### config.mk
export PLATFORM = sky130hd
export DESIGN_NAME = tio_wb_master
export DESIGN_NICKNAME = d
export VERILOG_FILES = /design/src/rtl/tio_wb_master.sv
export SDC_FILE = /design/constraint.sdc
export NUM_CORES = 1
export LEC_CHECK = 0
export ABC_AREA = 1
export CAP_MARGIN = 20
export CORE_ASPECT_RATIO = 0.75
export CORE_MARGIN = 2
export CORE_UTILIZATION = 40
export CTS_CLUSTER_SIZE = 12
export DETAILED_ROUTE_END_ITERATION = 10
export PLACE_DENSITY = 0.76
export REMOVE_ABC_BUFFERS = 1
export SLEW_MARGIN = 5
export SYNTH_ARGS = -nofsm -noshare
export SYNTH_HDL_FRONTEND = slang
export SYNTH_SLANG_ARGS = --single-unit
### constraint.sdc
create_clock -name wb_clk_i -period 1.5 [get_ports wb_clk_i]
set_input_delay 0.3 -clock wb_clk_i [delete_from_list [all_inputs] [get_ports wb_clk_i]]
set_output_delay 0.3 -clock wb_clk_i [all_outputs]
set_load 0.05 [all_outputs]
### src/rtl/tio_wb_master.sv
// Wishbone initiator that turns a single command handshake into one classic
// wishbone transfer. It retries on rty, aborts on err, timeout or retry
// exhaustion, and returns the result on a response handshake.
//
// state  | meaning
// IDLE   | waiting for a command, cmd_ready_o high
// STROBE | cyc/stb asserted, sampling ack/err/rty and counting timeout
// GAP    | one idle cycle between a rty and the next strobe
// RESP   | response presented until rsp_ready_i
module tio_wb_master #(
  parameter int TIMEOUT   = 255,
  parameter int MAX_RETRY = 3
) (
  input  logic        wb_clk_i,
  input  logic        wb_rst_n_i,
  input  logic        cmd_valid_i,
  output logic        cmd_ready_o,
  input  logic        cmd_we_i,
  input  logic [11:0] cmd_adr_i,
  input  logic [31:0] cmd_dat_i,
  input  logic [3:0]  cmd_sel_i,
  output logic        rsp_valid_o,
  input  logic        rsp_ready_i,
  output logic [31:0] rsp_dat_o,
  output logic [1:0]  rsp_status_o,
  output logic        wb_cyc_o,
  output logic        wb_stb_o,
  output logic        wb_we_o,
  output logic [11:0] wb_adr_o,
  output logic [31:0] wb_dat_o,
  output logic [3:0]  wb_sel_o,
  input  logic        wb_ack_i,
  input  logic        wb_err_i,
  input  logic        wb_rty_i,
  input  logic [31:0] wb_dat_i,
  output logic        busy_o
);

  typedef enum logic [1:0] {IDLE, STROBE, GAP, RESP} state_t;

  localparam logic [15:0] TO_LAST = 16'(TIMEOUT - 1);
  localparam logic [3:0]  RTY_MAX = 4'(MAX_RETRY);

  localparam logic [1:0] ST_ACK = 2'b00;
  localparam logic [1:0] ST_ERR = 2'b01;
  localparam logic [1:0] ST_TO  = 2'b10;
  localparam logic [1:0] ST_RTY = 2'b11;

  state_t      state;
  logic [15:0] to_cnt;
  logic [3:0]  rty_cnt;

  assign cmd_ready_o = (state == IDLE);
  assign busy_o      = (state != IDLE);

  // Transfer sequencer; bus and response outputs are registered with the state.
  always_ff @(posedge wb_clk_i or negedge wb_rst_n_i) begin
    if (!wb_rst_n_i) begin
      state        <= IDLE;
      to_cnt       <= '0;
      rty_cnt      <= '0;
      wb_cyc_o     <= 1'b0;
      wb_stb_o     <= 1'b0;
      wb_we_o      <= 1'b0;
      wb_adr_o     <= '0;
      wb_dat_o     <= '0;
      wb_sel_o     <= '0;
      rsp_valid_o  <= 1'b0;
      rsp_dat_o    <= '0;
      rsp_status_o <= ST_ACK;
    end else begin
      case (state)
        IDLE: begin
          if (cmd_valid_i) begin
            wb_we_o  <= cmd_we_i;
            wb_adr_o <= cmd_adr_i;
            wb_dat_o <= cmd_dat_i;
            wb_sel_o <= cmd_sel_i;
            rty_cnt  <= '0;
            to_cnt   <= '0;
            wb_cyc_o <= 1'b1;
            wb_stb_o <= 1'b1;
            state    <= STROBE;
          end
        end
        STROBE: begin
          if (wb_ack_i) begin
            rsp_dat_o    <= wb_we_o ? 32'h0 : wb_dat_i;
            rsp_status_o <= ST_ACK;
            rsp_valid_o  <= 1'b1;
            wb_cyc_o     <= 1'b0;
            wb_stb_o     <= 1'b0;
            state        <= RESP;
          end else if (wb_err_i) begin
            rsp_dat_o    <= '0;
            rsp_status_o <= ST_ERR;
            rsp_valid_o  <= 1'b1;
            wb_cyc_o     <= 1'b0;
            wb_stb_o     <= 1'b0;
            state        <= RESP;
          end else if (wb_rty_i) begin
            wb_cyc_o <= 1'b0;
            wb_stb_o <= 1'b0;
            if (rty_cnt < RTY_MAX) begin
              rty_cnt <= rty_cnt + 4'd1;
              state   <= GAP;
            end else begin
              rsp_dat_o    <= '0;
              rsp_status_o <= ST_RTY;
              rsp_valid_o  <= 1'b1;
              state        <= RESP;
            end
          end else if (to_cnt == TO_LAST) begin
            rsp_dat_o    <= '0;
            rsp_status_o <= ST_TO;
            rsp_valid_o  <= 1'b1;
            wb_cyc_o     <= 1'b0;
            wb_stb_o     <= 1'b0;
            state        <= RESP;
          end else begin
            to_cnt <= to_cnt + 16'd1;
          end
        end
        GAP: begin
          // Each strobe attempt gets a fresh timeout budget.
          to_cnt   <= '0;
          wb_cyc_o <= 1'b1;
          wb_stb_o <= 1'b1;
          state    <= STROBE;
        end
        RESP: begin
          if (rsp_ready_i) begin
            rsp_valid_o <= 1'b0;
            state       <= IDLE;
          end
        end
        default: state <= IDLE;
      endcase
    end
  end

endmodule

; ---- Word-level counts from Yosys, hierarchy flattened
; Index checks and enable logic that the tools add are counted.
[totals]
register_bits = 107
elab_cells = 86
[classes]
add_sub_neg = 2
magnitude_cmp = 1
eq_ne = 15
mux = 44
n_reduce_logical = 13
[op_table]
columns = op, count
row1 = 32-bit two-way mux, 6
row2 = 16-bit two-way mux, 5
row3 = 16-bit one-hot mux with 3 select lines, 1
row4 = 2-bit two-way mux, 11
row5 = 4-bit two-way mux, 5
row6 = 16-bit by 1-bit adder with 16-bit output (second input constant), 1
row7 = 16-bit by 8-bit == test with 1-bit output (second input constant), 1
row8 = 2-bit inequality test (second input constant), 8
row9 = 1-bit two-way mux, 12
row10 = 6-bit AND reduction, 2
row11 = 5-bit inequality test (second input constant), 2
row12 = 3-bit AND reduction, 3
row13 = 2-bit one-hot mux with 4 select lines, 1
row14 = 4-bit one-hot mux with 2 select lines, 1
row15 = 2-bit nonzero test, 3
row16 = 4-bit by 1-bit adder with 4-bit output (second input constant), 1
row17 = 2-bit == test (second input constant), 2
row18 = 4-bit by 2-bit < comparator with 1-bit output (second input constant), 1
row19 = 4-bit inequality test (second input constant), 1
row20 = 4-bit AND reduction, 1
row21 = 4-bit nonzero test, 1
row22 = 1-bit one-hot mux with 3 select lines, 1
row23 = 3-bit nonzero test, 1
row24 = 2-bit by 1-bit == test with 1-bit output (second input constant), 1
row25 = other kinds (3), 3

; ---- Depth between registers and ports, before layout
[depth]
ltp_word = 6
ltp_mapped = 11
ltp_nobuf = 10

; ---- Worst setup path before layout
; OpenSTA, ideal clock, no wires.
[synth_path]
kind = register -> register
from = reg state[0]
to = reg wb_adr_o[10]
setup_time_ns = 0.119
arrival_time_ns = 2.387
t_required_ns = 1.381
setup_slack_ns = -1.006
path_stages_with_launch = 9
n_path_buf = 2
period_less_slack_ns = 2.506
path_cell_list = dfrtp_1 > nor2_1 > inv_1 > nor2_2 > inv_1 > buf_2 > buf_2 > nand2_1 > nand2_1
[synth_between]
elab_chain_cells = 2
[synth_rtl]
columns = element, line
row1 = from (decl), 49  ; state_t state;
row2 = from (signal assigned), 59  ; state <= IDLE;
row3 = from (signal assigned), 83  ; state <= STROBE;
row4 = from (signal assigned), 93  ; state <= RESP;
row5 = 2-bit logical NOT, n/a
row6 = named net cmd_ready_o, 17  ; output logic cmd_ready_o,
row7 = 2-bit AND reduction (no source line), n/a
row8 = to (signal assigned), 76  ; wb_adr_o <= cmd_adr_i;
row9 = to (decl), 29  ; output logic [11:0] wb_adr_o,
; The timed path passes the listed nets, and every way through them passes these cells.
; A chain may end at the register's enable or synchronous reset.

; ---- Worst setup path after layout
[layout_path]
from = reg to_cnt[3]
to = reg rsp_status_o[0]
[layout_between]
elab_chain_cells = 3
[layout_rtl]
columns = element, line
row1 = from (decl), 50  ; logic [15:0] to_cnt;
row2 = from (signal assigned), 121  ; to_cnt <= to_cnt + 16'd1;
row3 = 16-bit by 8-bit == test with 1-bit output, 113  ; end else if (to_cnt == TO_LAST) begin
row4 = 4-bit nonzero test (no source line), n/a
row5 = 3-bit AND reduction (no source line), n/a
row6 = to (signal assigned), 96  ; rsp_status_o <= ST_ERR;
row7 = to (signal assigned), 109  ; rsp_status_o <= ST_RTY;
row8 = to (signal assigned), 115  ; rsp_status_o <= ST_TO;
row9 = to (decl), 25  ; output logic [1:0] rsp_status_o,
; Every way passes these cells.

==> metrics.txt <==
# TYPE chip_impl_metric gauge
chip_impl_metric{name="p_switching",unit="mW"} 10.19
chip_impl_metric{name="power_switching_share",unit=""} 0.4660
chip_impl_metric{name="num_antenna_cells",unit=""} 0
chip_impl_metric{name="layout_min_cycle_time",unit="ns"} 1.820
chip_impl_metric{name="number_of_failing_hold_endpoints_at_the_final_stage",unit=""} 0
chip_impl_metric{name="synth_top_area_frac",unit=""} 0.5675
chip_impl_metric{name="synth_mux_area_frac",unit=""} 0
chip_impl_metric{name="power_frac_seq",unit=""} 0.253
chip_impl_metric{name="route.detailed.drc",unit=""} 0
chip_impl_info{name="root_buffer",value="sky130_fd_sc_hd__clkbuf_16"} 1
chip_impl_metric{name="nets",unit=""} 898
chip_impl_metric{name="final_cells",unit=""} 974
chip_impl_info{name="worstSetupPathType",value="flip-flop to flip-flop"} 1
chip_impl_metric{name="grt_pass1_wl",unit="µm"} 26400
chip_impl_metric{name="via_per_inst",unit=""} 5.283
chip_impl_metric{name="finalSetupTns",unit="ns"} -13.15
chip_impl_metric{name="final_clock_skew",unit="ns"} 0.01067
chip_impl_metric{name="critical_path.max_fanout",unit=""} 10
chip_impl_metric{name="place_ws",unit="ns"} -0.3691
chip_impl_metric{name="die_width",unit="µm"} 129.4
chip_impl_metric{name="cts-htree-levels",unit=""} 3
chip_impl_metric{name="num-fill-cells",unit=""} 640
chip_impl_metric{name="ir_worst_vdd",unit="mV"} 1.665
chip_impl_metric{name="chipHeight",unit="µm"} 98.06
chip_impl_info{name="synth_top_family_by_area",value="simple AND/OR/NAND/NOR gates"} 1
chip_impl_metric{name="grt_max_degree",unit=""} 50
chip_impl_metric{name="routed_wl",unit="µm"} 18870
chip_impl_metric{name="post_route_fraction_of_the_period_consumed_by_the_critical_path",unit=""} 1.213
chip_impl_metric{name="worst_pin_slew",unit="ns"} 0.3933
chip_impl_metric{name="synth_fa_ha_area_frac",unit=""} 0.007955
chip_impl_metric{name="placement_rows",unit=""} 34
chip_impl_metric{name="max_freq",unit="MHz"} 549.4
chip_impl_metric{name="numCtsBuffers",unit=""} 9
chip_impl_metric{name="wl_per_cell",unit="µm"} 19.37
chip_impl_metric{name="placedCellCount",unit=""} 933
chip_impl_metric{name="clk-insertion-delay-late",unit="ns"} 0.35
chip_impl_metric{name="seq_area_frac_synth",unit=""} 0.5675
chip_impl_metric{name="worst_slew_margin_rel",unit=""} 0.7378
chip_impl_metric{name="place_congestion",unit=""} 0.8668
chip_impl_info{name="synth_top_area_cell",value="sky130_fd_sc_hd__dfrtp_1"} 1
chip_impl_metric{name="grt_antenna_before_repair",unit=""} 0
chip_impl_metric{name="top_level_ports",unit=""} 176
chip_impl_metric{name="syn_avg_cell_area",unit="µm²"} 8.093
chip_impl_metric{name="cts-root-to-sink-buffers",unit=""} 2
chip_impl_metric{name="clock_power_share",unit=""} 0.106
chip_impl_metric{name="clock_sinks",unit=""} 107
chip_impl_metric{name="port-buffer-count",unit=""} 175
chip_impl_metric{name="postSynthRegisterBits",unit=""} 107
chip_impl_metric{name="hpwl",unit="µm"} 10690
chip_impl_metric{name="synth_cell_type_count",unit=""} 25
chip_impl_metric{name="final_max_slew_viols",unit=""} 0
chip_impl_metric{name="final_total_power",unit="mW"} 21.88
chip_impl_metric{name="power_per_cell_area",unit="nW/µm²"} 2456
chip_impl_metric{name="synth-warning-count",unit=""} 0
chip_impl_info{name="synth_top_cells_by_area",value="sky130_fd_sc_hd__dfrtp_1, sky130_fd_sc_hd__nand2_1, sky130_fd_sc_hd__nor2_1, sky130_fd_sc_hd__o21ai_0, sky130_fd_sc_hd__o21ai_1"} 1
chip_impl_metric{name="coreArea",unit="µm²"} 11530
chip_impl_metric{name="yosys.area_share.xor_xnor",unit=""} 0.01114
chip_impl_metric{name="power.static_leakage",unit="nW"} 4.250
chip_impl_metric{name="clk_transition_reported_paths",unit="ns"} 0.08
chip_impl_metric{name="worst-endpoint-required",unit="ns"} 1.73
chip_impl_info{name="worst_setup_path_end_kind",value="flip-flop"} 1
chip_impl_metric{name="internal_power",unit="mW"} 11.68
chip_impl_metric{name="finish.instance_area",unit="µm²"} 8909
chip_impl_metric{name="timing.critical_path.arrival",unit="ns"} 2.05
chip_impl_metric{name="drive_above_1_share",unit=""} 0.3498
chip_impl_metric{name="ant_nets",unit=""} 0
chip_impl_metric{name="drv.max_cap_violation_count",unit=""} 0
chip_impl_info{name="tritoncts_clock_tree",value="yes"} 1
chip_impl_metric{name="synth-simple-area-share",unit=""} 0.3140
chip_impl_metric{name="grt_util_all_layers",unit=""} 0.2679
chip_impl_info{name="violations",value="setup timing"} 1
chip_impl_metric{name="placed_area",unit="µm²"} 7780
chip_impl_metric{name="die-area",unit="µm²"} 12690
chip_impl_metric{name="syn_area",unit="µm²"} 4718
chip_impl_metric{name="finalWorstSetupSlack",unit="ns"} -0.3200
chip_impl_metric{name="route.vias.total",unit=""} 5146
chip_impl_metric{name="floorplan.initialDensity",unit=""} 0.4093
chip_impl_metric{name="setup_violations",unit=""} 54
chip_impl_metric{name="detailed_routing_iterations_pass_1",unit=""} 7
chip_impl_info{name="worst_hold_path_type",value="primary input to async pin"} 1
chip_impl_metric{name="via_count_of_the_first_global_routing_pass",unit=""} 5145
chip_impl_info{name="status",value="finished, violations left"} 1
chip_impl_metric{name="synthesis.instances",unit=""} 583
chip_impl_metric{name="compound_cell_area_share_of_the_yosys_netlist",unit=""} 0.05489
chip_impl_info{name="worst_setup_path_start_kind",value="flip-flop"} 1
chip_impl_metric{name="flow.area_growth_from_synthesis",unit="%"} 88.81
chip_impl_metric{name="grt-ovfl-total",unit=""} 0
chip_impl_metric{name="drt-initial-drc-count",unit=""} 462
chip_impl_metric{name="power_frac_comb",unit=""} 0.640
chip_impl_info{name="rsz_0062_raised_after_global_routing",value="yes"} 1
power groups by stage:
stage | Sequential, mW | Combinational, mW | Clock (mW)
after floorplan | 8.42 | 1.90 | 0
after global placement | 5.26 | 11.5 | 0
after detailed placement | 5.33 | 11.8 | 0
after CTS | 5.33 | 12.9 | 2.36
after global routing | 5.66 | 14.5 | 2.47
final | 5.54 | 14.0 | 2.33
worst paths after layout:
check	startpoint	endpoint	slack, ns	cells after the start
min reg2reg	rty_cnt[3]	rty_cnt[3]	0.54	2
min	wb_rst_n_i	rsp_dat_o[13]	0.42	2
max	to_cnt[3]	rsp_status_o[0]	-0.32	11
max in group asynchronous	wb_rst_n_i	rsp_dat_o[8]	0.52	3
min in group wb_clk_i	cmd_dat_i[13]	wb_dat_o[13]	0.48	3
max reg2reg	to_cnt[3]	rsp_status_o[0]	-0.32	11
cells in the mapped netlist, drive strengths merged:
library cell	n
nand2	314
dfrtp	107
nor2	43
o21ai	38
inv	19
buf	14
clkbuf	11
nand3	9
nand4	9
o21bai	5
xor2	5
ha	3
or2	2
a21oi	1
nor3	1
o21a	1
xnor2	1
flip-flops by register name, indices dropped and copies added (netlist names):
register      count
rsp_dat_o        32
wb_dat_o         32
to_cnt           16
wb_adr_o         12
rty_cnt           4
wb_sel_o          4
rsp_status_o      2
state             2
rsp_valid_o       1
wb_stb_o          1
wb_we_o           1
critical path, cell delays in order, from the launching register on:
cell and delay [ns]:
sky130_fd_sc_hd__dfrtp_1 0.51, sky130_fd_sc_hd__nand2_1 0.15, sky130_fd_sc_hd__inv_1 0.09, sky130_fd_sc_hd__nand2_1 0.09, sky130_fd_sc_hd__nor2_2 0.11, sky130_fd_sc_hd__nand2_2 0.10
sky130_fd_sc_hd__nand2_4 0.09, sky130_fd_sc_hd__nand2_4 0.08, sky130_fd_sc_hd__buf_6 0.16, sky130_fd_sc_hd__buf_12 0.16, sky130_fd_sc_hd__nand2_1 0.08, sky130_fd_sc_hd__o21ai_1 0.07
layout make-up:
class	instances	area [µm²]	area share
flip-flops and latches	107	2680	0.3008
clock inverters	4	33.78	0.003792
well taps	162	202.7	0.02275
repair buffers	237	3344	0.3754
clock buffers	12	256.5	0.02879
multi-input cells	433	2320	0.2604
inverters	19	71.32	0.008006
stage by stage:
| stage | util | hold WS, ns |
|---|---|---|
| CTS | 0.7318 | 0.4126 |
| global route | 0.7727 | 0.4374 |
| floorplan | - | 0.004409 |
| detailed placement | 0.6748 | 0.2354 |
| finish | 0.7727 | 0.4174 |
| global placement | 0.6748 | 0.2341 |
cell families (layout without fill, tap and decap cells):
family                     Yosys count  count (layout)
adders and majority gates            3               3
buffers and inverters               44             272
DFF                                107             107
AOI/OAI and AO/OA                   45              45
xor gates and xnor gates             6               6
and+or+nand+nor                    378             379
timing repair:
item / in CTS / in global routing
hold endpoints to repair: 19 / 0
setup endpoints to repair: 58 / 60
pin swaps: 6 / 14
gates cloned: 6 / 3
resized for setup: 59 / 109
hold buffers: 1 / 0
buffers inserted: 7 / 9
placed cells by master, fill, tap and decap left out, types with 10 or more instances in the layout:
master and count:
sky130_fd_sc_hd__nand2_2 37, sky130_fd_sc_hd__nand2_4 24, sky130_fd_sc_hd__clkdlybuf4s50_1 86, sky130_fd_sc_hd__clkbuf_16 12, sky130_fd_sc_hd__nor2_1 33, sky130_fd_sc_hd__o21ai_2 25, sky130_fd_sc_hd__nand2_1 251, sky130_fd_sc_hd__dfrtp_1 105
sky130_fd_sc_hd__buf_12 96, sky130_fd_sc_hd__inv_1 10, sky130_fd_sc_hd__buf_4 40
layer usage:
metal	GRT usage	vias up	share of wire
li1	-	2256	-
met1	0.3155	2467	0.35
met2	0.4494	330	0.50
met3	0.09863	93	0.10
met4	0.09926	0	0.050
met5	0	-	0
Note: power is estimated with default switching activity, not from simulation.
